`config.mk`:
```
export PLATFORM = sky130hd
export DESIGN_NAME = keypad_mult_ctrl
export DESIGN_NICKNAME = d
export VERILOG_FILES = /design/src/rtl/keypad_mult_ctrl.sv
export SDC_FILE = /design/constraint.sdc
export NUM_CORES = 1
export LEC_CHECK = 0
export ABC_AREA = 1
export CAP_MARGIN = 25
export CELL_PAD_IN_SITES_DETAIL_PLACEMENT = 0
export CELL_PAD_IN_SITES_GLOBAL_PLACEMENT = 1
export CORE_MARGIN = 2
export CORE_UTILIZATION = 39
export CTS_BUF_LIST = sky130_fd_sc_hd__clkbuf_16
export DETAILED_ROUTE_END_ITERATION = 12
export PLACE_DENSITY_LB_ADDON = 0.3
export SYNTH_ARGS = -nofsm -noshare
export SYNTH_HDL_FRONTEND = slang
export SYNTH_SLANG_ARGS = --single-unit
```
`constraint.sdc`:
```
create_clock -name clk -period 3.2 [get_ports clk]
set_input_delay 0.64 -clock clk [delete_from_list [all_inputs] [get_ports clk]]
set_output_delay 0.64 -clock clk [all_outputs]
set_load 0.02 [all_outputs]
```
`src/rtl/keypad_mult_ctrl.sv`:
```
// keypad_mult_ctrl: reads two decimal operands from keypad key events, runs one
// multiply using a start/done handshake with the multiplier, then holds the product.
// Ports: clk/rst (sync, active-high); key_valid/key_code from the debounced scanner;
//        mult_start/mult_a/mult_b/mult_done/mult_result to the multiplier;
//        disp_value/phase/err to the display. All outputs come from registers.
module keypad_mult_ctrl #(
  parameter int OP_W        = 10,
  parameter int N_DIGITS    = 3,
  parameter int TIMEOUT_CYC = 1024
) (
  input  logic              clk,
  input  logic              rst,
  input  logic              key_valid,
  input  logic [3:0]        key_code,
  input  logic              mult_done,
  input  logic [2*OP_W-1:0] mult_result,
  output logic              mult_start,
  output logic [OP_W-1:0]   mult_a,
  output logic [OP_W-1:0]   mult_b,
  output logic [2*OP_W-1:0] disp_value,
  output logic [2:0]        phase,
  output logic              err
);

  localparam int DC_W = (N_DIGITS > 1) ? $clog2(N_DIGITS + 1) : 1;
  localparam int TC_W = (TIMEOUT_CYC > 1) ? $clog2(TIMEOUT_CYC) : 1;

  typedef enum logic [2:0] {
    ENTRY_A = 3'd0,
    ENTRY_B = 3'd1,
    START   = 3'd2,
    WAIT    = 3'd3,
    SHOW    = 3'd4
  } state_t;

  state_t            state, state_nxt;
  logic              key_valid_q;
  logic [OP_W-1:0]   acc, acc_nxt, op_a, op_a_nxt, op_b, op_b_nxt;
  logic [DC_W-1:0]   dcnt, dcnt_nxt;
  logic [TC_W-1:0]   tcnt, tcnt_nxt;
  logic [2*OP_W-1:0] result, result_nxt, disp_nxt;
  logic              err_nxt, start_nxt;

  // A held key yields exactly one event, on its rising edge.
  logic kev, is_digit, is_enter, is_clear;
  assign kev      = key_valid & ~key_valid_q;
  assign is_digit = (key_code <= 4'd9);
  assign is_enter = (key_code == 4'hA);
  assign is_clear = (key_code == 4'hC);

  // Decimal shift-in; cannot overflow because digit count is capped at N_DIGITS.
  logic [OP_W-1:0] acc_mac;
  assign acc_mac = acc * OP_W'(10) + {{(OP_W-4){1'b0}}, key_code};

  // State register
  always_ff @(posedge clk) begin
    if (rst) state <= ENTRY_A;
    else     state <= state_nxt;
  end

  // Next-state and datapath updates
  always_comb begin
    state_nxt  = state;
    acc_nxt    = acc;
    dcnt_nxt   = dcnt;
    op_a_nxt   = op_a;
    op_b_nxt   = op_b;
    result_nxt = result;
    tcnt_nxt   = tcnt;
    err_nxt    = err;
    case (state)
      ENTRY_A, ENTRY_B: begin
        if (kev) begin
          if (is_digit) begin
            if (dcnt < DC_W'(N_DIGITS)) begin
              acc_nxt  = acc_mac;
              dcnt_nxt = dcnt + DC_W'(1);
            end
          end else if (is_enter) begin
            if (dcnt != '0) begin
              if (state == ENTRY_A) begin
                op_a_nxt  = acc;
                acc_nxt   = '0;
                dcnt_nxt  = '0;
                state_nxt = ENTRY_B;
              end else begin
                op_b_nxt  = acc;
                state_nxt = START;
              end
            end
          end else if (is_clear) begin
            acc_nxt  = '0;
            dcnt_nxt = '0;
            // Clearing during B abandons the whole entry, including A.
            if (state == ENTRY_B) begin
              op_a_nxt  = '0;
              state_nxt = ENTRY_A;
            end
          end
        end
      end
      START: begin
        tcnt_nxt  = '0;
        state_nxt = WAIT;
      end
      WAIT: begin
        if (mult_done) begin
          result_nxt = mult_result;
          state_nxt  = SHOW;
        end else if (tcnt == TC_W'(TIMEOUT_CYC - 1)) begin
          err_nxt    = 1'b1;
          result_nxt = '0;
          state_nxt  = SHOW;
        end else begin
          tcnt_nxt = tcnt + TC_W'(1);
        end
      end
      SHOW: begin
        // The key that leaves SHOW is consumed; it is not entered as a digit.
        if (kev && (is_digit || is_enter || is_clear)) begin
          acc_nxt    = '0;
          dcnt_nxt   = '0;
          op_a_nxt   = '0;
          op_b_nxt   = '0;
          result_nxt = '0;
          err_nxt    = 1'b0;
          state_nxt  = ENTRY_A;
        end
      end
      default: state_nxt = ENTRY_A;
    endcase
  end

  // Output values for the coming cycle. They are decoded from the next state,
  // so the registered outputs and phase stay aligned.
  always_comb begin
    start_nxt = (state_nxt == START);
    disp_nxt  = '0;
    case (state_nxt)
      ENTRY_A, ENTRY_B: disp_nxt = {{OP_W{1'b0}}, acc_nxt};
      START, WAIT:      disp_nxt = {{OP_W{1'b0}}, op_b_nxt};
      SHOW:             disp_nxt = result_nxt;
      default:          disp_nxt = '0;
    endcase
  end

  always_ff @(posedge clk) begin
    if (rst) begin
      key_valid_q <= 1'b0;
      acc         <= '0;
      dcnt        <= '0;
      op_a        <= '0;
      op_b        <= '0;
      result      <= '0;
      tcnt        <= '0;
      err         <= 1'b0;
      mult_start  <= 1'b0;
      disp_value  <= '0;
    end else begin
      key_valid_q <= key_valid;
      acc         <= acc_nxt;
      dcnt        <= dcnt_nxt;
      op_a        <= op_a_nxt;
      op_b        <= op_b_nxt;
      result      <= result_nxt;
      tcnt        <= tcnt_nxt;
      err         <= err_nxt;
      mult_start  <= start_nxt;
      disp_value  <= disp_nxt;
    end
  end

  // Operand registers drive the multiplier directly, so they are valid in START.
  assign mult_a = op_a;
  assign mult_b = op_b;
  assign phase  = state;

endmodule
```
==> flow_summary_export.csv, run 1 <==
group,metric,value,unit
global_routing,grt_max_degree,64,
clock_network,post_cts_buffers,0,
sta,clock_skew,6.32,ps
drt,dr.pass1.iters,5,
setup_path,reg2reg_depth,16,
synthesis,ys_types,41,
sta,finalSetupViolations,0,
finish,insertedDiodeCount,0,
job,max-cap-violations,0,
sta,slew_viol_final,0,
drt,antenna_left,0,
sta,post-route-min-period,2780,ps
global_routing,overflow,0,
synthesis,synthFlopType,"dfxtp_1",
placement,dp_hpwl,9500,um
floorplanning,core-area,11500,sq um
sta,timing.setup.tns,0,ps
finish,fillers,1141,
setup_path,cp-end-kind,"register",
clock_network,cts_tree,"built",
setup_path,reg2reg_from,"acc[2]",
floorplanning,die_area,12600,sq um
sta,worst_pin_slew,670,ps
setup_path,regToRegSetupSlack,420,ps
floorplanning,rows,39,
placement,io_buffers,72,
pwr,clkPwrFrac,42.1,%
run_status,status,"completed",
drt,wirelength,12500,um
finish,drive_gt1_share,10.8,%
pwr,power.density,424,nW/um^2
clock_network,clock_path_buffers,2,
hold_path,worst_hold_path_type,"register to register",
sta,finalHoldWorstSlack,468,ps
sta,grt_setup_unrepaired,"false",
sta,final_hold_viol_count,0,
setup_path,crit_path_max_fanout,6,
synthesis,syn_inst,651,
global_routing,antenna_found_initial,0,
synthesis,yosysSeqAreaShare,38.4,%
setup_path,critPathKind,"register to register",
sta,period_share,86.9,%
drt,drtIter0Drc,288,
pwr,p_switching,0.610,mW
clock_network,clkTransAtPathRegs,60,ps
clock_network,clock_sinks,88,
clock_network,cts.repair.resized,0,
floorplanning,die_x,112,um
setup_path,cp-start-kind,"register",
clock_network,root_buffer,"clkbuf_16",
finish,nets,772,
sta,maxSlewHeadroom,55.3,%
hold_path,hold_path_end,"result[5]",
finish,syn_to_final_growth,25.4,%
placement,gp_congestion,0.889,
synthesis,synth_area,4590,sq um
pwr,peakVddDrop,310,uV
floorplanning,dieHeight,112,um
pwr,power_frac_seq,46.6,%
synthesis,syn_nets,698,
synthesis,postSynthAreaPerCell,7.04,sq um
pwr,power.share.switching,25.0,%
synthesis,synth_warnings,0,
setup_path,required,3400,ps
hold_path,min_from,"result[5]",
setup_path,worstReg2RegEnd,"disp_value[9]",
clock_network,cts_buffers,9,
finish,final_common_cell,"nand2_1",
synthesis,synth-edff-count,0,
sta,fmax,360,MHz
pwr,total_leakage_power,2.48,nW
synthesis,ys_seq_elements,88,
drt,wl_per_cell,14.4,um
clock_network,cts-htree-levels,3,
pwr,combPwrFrac,11.3,%
synthesis,async_flop_share,0,%
clock_network,hold_buffers,0,
pwr,p_int,1.83,mW
setup_path,worstPathArrival,2980,ps
clock_network,clk_latency,340,ps
drt,drc,0,
hold_path,min_path_cells,2,
floorplanning,boundaryPins,73,
drt,vias,4386,
global_routing,grt_pass1_wl,20800,um
finish,final_cell_mix,"173 x nand2_1, 88 x dfxtp_1, 71 x clkdlybuf4s50_1",
drt,viasPerCell,5.03,
global_routing,grt_usage,20.5,%
global_routing,grt_pass1_vias,4272,
floorplanning,start_util,40.0,%
[layout make-up]
cell class / count / area, sq um / share of cell area (%)
multi-input combinational: 462 / 2420 / 42.0
sequential: 88 / 1760 / 30.6
timing repair buffer: 83 / 798 / 13.9
inverter: 81 / 308 / 5.35
clock buffer: 9 / 225 / 3.92
tap: 143 / 179 / 3.11
clock inverter: 6 / 61.3 / 1.07
[sequential cells by signal (all words and copies together), names as in the netlist]
signal / count
err: 1
dcnt: 2
acc: 10
tcnt: 10
mult_b: 10
phase: 3
mult_start: 1
key_valid_q: 1
result: 20
mult_a: 10
disp_value: 20
[routing by layer]
metal  global-route usage (%)  up-vias  wire (um)  part of all wire [%]
met2                     33.9      123       5850                    47
met5                        0        -          0                     0
met3                     4.48       15        686                   5.5
met4                     4.96        0        167                   1.3
met1                     27.5     1979       5830                    47
li1                         -     2269          -                     -
[kinds of logic (layout without fill, tap and decap cells)]
family / Yosys count / count (layout) / share of synthesized area, %
xor gates and xnor gates: 2 / 2 / 0.382
adders and majority gates: 19 / 19 / 5.51
and+or+nand+nor: 328 / 328 / 31.9
buffers and inverters: 101 / 179 / 8.87
DFF: 88 / 88 / 38.4
AOI/OAI and AO/OA: 113 / 113 / 15.0
[Yosys cell counts, types with 2 or more instances]
library cell	count	area [sq um]
nand2_4	3	33.8
inv_1	67	251
ha_1	17	213
nand3_1	39	195
a21oi_1	51	255
buf_6	2	22.5
fa_1	2	40.0
nor3_2	2	20.0
inv_2	12	45.0
dfxtp_1	88	1760
nor2_1	63	236
a22oi_2	10	125
o21ai_0	21	105
o21bai_1	3	22.5
a211oi_1	4	30.0
buf_2	4	20.0
nor3b_1	2	15.0
o21ai_1	11	55.1
nand2_1	173	649
nand2_2	12	75.1
xnor2_1	2	17.5
nor2_2	3	18.8
a31oi_1	6	37.5
nand3_2	6	60.1
nor3_1	15	75.1
nor2_4	2	22.5
clkbuf_1	13	48.8
nor4_1	2	12.5
nand4_1	4	25.0
[power by group through the flow]
stage / Combinational [mW] / Sequential (mW) / Clock [mW]
2_1_floorplan: 0.156 / 1.16 / 0
6_report: 0.275 / 1.14 / 1.03
4_1_cts: 0.276 / 1.13 / 1.05
3_5_place_dp: 0.274 / 1.16 / 0
5_1_grt: 0.308 / 1.14 / 1.10
3_3_place_gp: 0.272 / 1.16 / 0
[metrics by stage]
| stage | setup slack [ps] | area [sq um] | instances | util (%) | power (mW) |
|---|---|---|---|---|---|
| floorplan | 772 | 4590 | 651 | - | 1.32 |
| global placement | 293 | 5460 | 857 | 47.6 | 1.43 |
| detailed placement | 254 | 5460 | 857 | 47.6 | 1.43 |
| CTS | 413 | 5750 | 872 | 50.1 | 2.46 |
| global route | 217 | 5750 | 872 | 50.1 | 2.54 |
| finish | 420 | 5750 | 872 | 50.1 | 2.44 |
[worst max-delay path by stage]
stage / start / end / slack (ps) / cells past startpoint
after CTS: acc[2] / disp_value[9] / 410 / 16
after global placement: key_code[1] / disp_value[9] / 290 / 16
final: acc[2] / disp_value[9] / 420 / 16
after detailed placement: key_code[1] / disp_value[9] / 250 / 16
after global routing: acc[2] / disp_value[9] / 220 / 16
after floorplan: acc[1] / disp_value[9] / 770 / 16
[worst max-delay path, cell delays in order (launching register included)]
cell	delay, ps
dfxtp_1	500
ha_1	230
ha_1	220
inv_1	70
fa_1	490
nor2_1	190
nand3_1	110
nor2_1	170
nand3_1	110
nor2_1	100
nand2_1	50
nand3_1	80
nand2_1	60
nand2_1	80
nand2_1	60
nand2_1	70
a21oi_2	50
Note: power is estimated with default switching activity, not from simulation.
==> inputs of run 2 (changes only) <==
- CORE_UTILIZATION: 39 -> 41
- clock period: 3.2 -> 3.6 ns (I/O delays scaled with it)
==> flow_summary_export.csv, run 2 (synthesis gave the netlist of run 1 again) <==
group,metric,value,unit
clock_network,clock_path_buffers,2,
sta,slew_viol_final,0,
drt,wl_per_cell,13.3,um
drt,vias,4330,
pwr,power.share.switching,26.0,%
sta,grt_setup_unrepaired,"false",
clock_network,root_buffer,"clkbuf_16",
floorplanning,core-area,10900,sq um
clock_network,clkTransAtPathRegs,70,ps
setup_path,cp_slowest_cell,"dfxtp_1",
pwr,combPwrFrac,10.4,%
drt,dr.pass1.iters,5,
pwr,power.density,387,nW/um^2
finish,syn_to_final_growth,24.9,%
sta,fmax,351,MHz
finish,seq_area,1760,sq um
sta,period_share,79.1,%
clock_network,clk_latency,350,ps
clock_network,hold_buffers,0,
sta,final_hold_viol_count,0,
drt,antenna_left,0,
sta,fin_ws,751,ps
setup_path,cp-end-kind,"register",
clock_network,cts-htree-levels,3,
global_routing,grt_pass1_wl,19100,um
finish,final_common_cell,"nand2_1",
global_routing,grt_usage,20.4,%
setup_path,critPathMaxStageDelay,500,ps
sta,worst_pin_slew,634,ps
finish,fillers,1071,
setup_path,worstPathArrival,3060,ps
global_routing,antenna_found_initial,0,
finish,drive_gt1_share,10.6,%
finish,multi_input_area,2420,sq um
sta,finalHoldWorstSlack,470,ps
clock_network,post_cts_buffers,0,
setup_path,crit_start,"acc[3]",
sta,finalSetupViolations,0,
clock_network,cts.repair.resized,0,
setup_path,crit_path_max_fanout,6,
floorplanning,boundaryPins,73,
drt,drtIter0Drc,244,
hold_path,min_from,"result[0]",
clock_network,cts_buffers,9,
sta,clock_skew,7.16,ps
pwr,power.total,2.21,mW
clock_network,clock_sinks,88,
finish,final_cell_mix,"173 x nand2_1, 88 x dfxtp_1, 71 x clkdlybuf4s50_1",
pwr,p_int,1.64,mW
placement,place_area,5420,sq um
pwr,p_switching,0.576,mW
clock_network,cts_tree,"built",
finish,fin_cells,864,
setup_path,crit_top_cell,"nand2_1",
setup_path,required,3810,ps
setup_path,path_cells,"ha_1 > ha_1 > inv_1 > fa_1 > nor2_1 > nand3_1 > nor2_1 > nand3_1 > nor2_1 > nand2_1 > nand3_1 > nand2_1 > nand2_1 > nand2_1 > nand2_1 > a21oi_2",
pwr,power_frac_seq,45.7,%
job,max-cap-violations,0,
finish,design_area,5730,sq um
floorplanning,rows,38,
placement,gp_congestion,0.946,
placement,io_buffers,72,
pwr,clkPwrFrac,43.9,%
sta,maxSlewHeadroom,57.8,%
floorplanning,die_area,12000,sq um
global_routing,overflow,0,
global_routing,grt_pass1_vias,4163,
hold_path,worst_hold_path_type,"register to register",
setup_path,reg2reg_from,"acc[3]",
pwr,total_leakage_power,2.46,nW
drt,viasPerCell,5.01,
setup_path,cp-start-kind,"register",
finish,top_regs,"disp_value (20), result (20)",
drt,drc,0,
floorplanning,start_util,42.1,%
floorplanning,dieHeight,110,um
setup_path,critPathKind,"register to register",
drt,wirelength,11500,um
run_status,status,"completed",
placement,dpl_worst_slack,625,ps
sta,post-route-min-period,2850,ps
global_routing,grt_max_degree,64,
pwr,peakVddDrop,254,uV
finish,fin_util,52.6,%
sta,timing.setup.tns,0,ps
placement,place_inst,848,
placement,dp_hpwl,8820,um
finish,insertedDiodeCount,0,
finish,nets,766,
floorplanning,die_x,110,um
==> run 2: final timing paths <==
check / endpoint / slack [ps] / cells after the start
hold / removal: result[0] / 470 / 2
setup reg to reg: disp_value[9] / 750 / 16
setup / recovery: disp_value[9] / 750 / 16
hold reg to reg: result[0] / 470 / 2
==> run 2: routing by layer <==
metal	share of wire, %	wire, um	GRT usage [%]	vias up
li1	-	-	-	2269
met4	2.1	241	7.69	0
met5	0	0	0	-
met1	46	5300	25.4	1954
met3	3.9	452	4.27	17
met2	48	5540	34.4	90
==> run 2: final cells by class <==
| cell class | count | area share (%) |
|---|---|---|
| clock buffer | 9 | 3.93 |
| multi-input combinational | 462 | 42.3 |
| tap | 140 | 3.06 |
| sequential | 88 | 30.8 |
| timing repair buffer | 77 | 13.2 |
| inverter | 81 | 5.37 |
| clock inverter | 7 | 1.46 |
==> run 2: worst max-delay path, delay by kind of cell (launching register included) <==
family,cells,cell delay [ps]
AO/OA/AOI/OAI,1,50
AND/OR/NAND/NOR,11,1080
buffers and inverters,1,80
adder cells (fa/ha/maj),3,1000
flip-flops,1,500
==> run 2: power by group through the flow <==
stage | sequential (mW) | clock, mW | combinational [mW]
4_1_cts | 1.01 | 0.989 | 0.232
5_1_grt | 1.01 | 1.02 | 0.260
3_5_place_dp | 1.03 | 0 | 0.231
6_report | 1.01 | 0.972 | 0.230
3_3_place_gp | 1.03 | 0 | 0.228
2_1_floorplan | 1.03 | 0 | 0.139
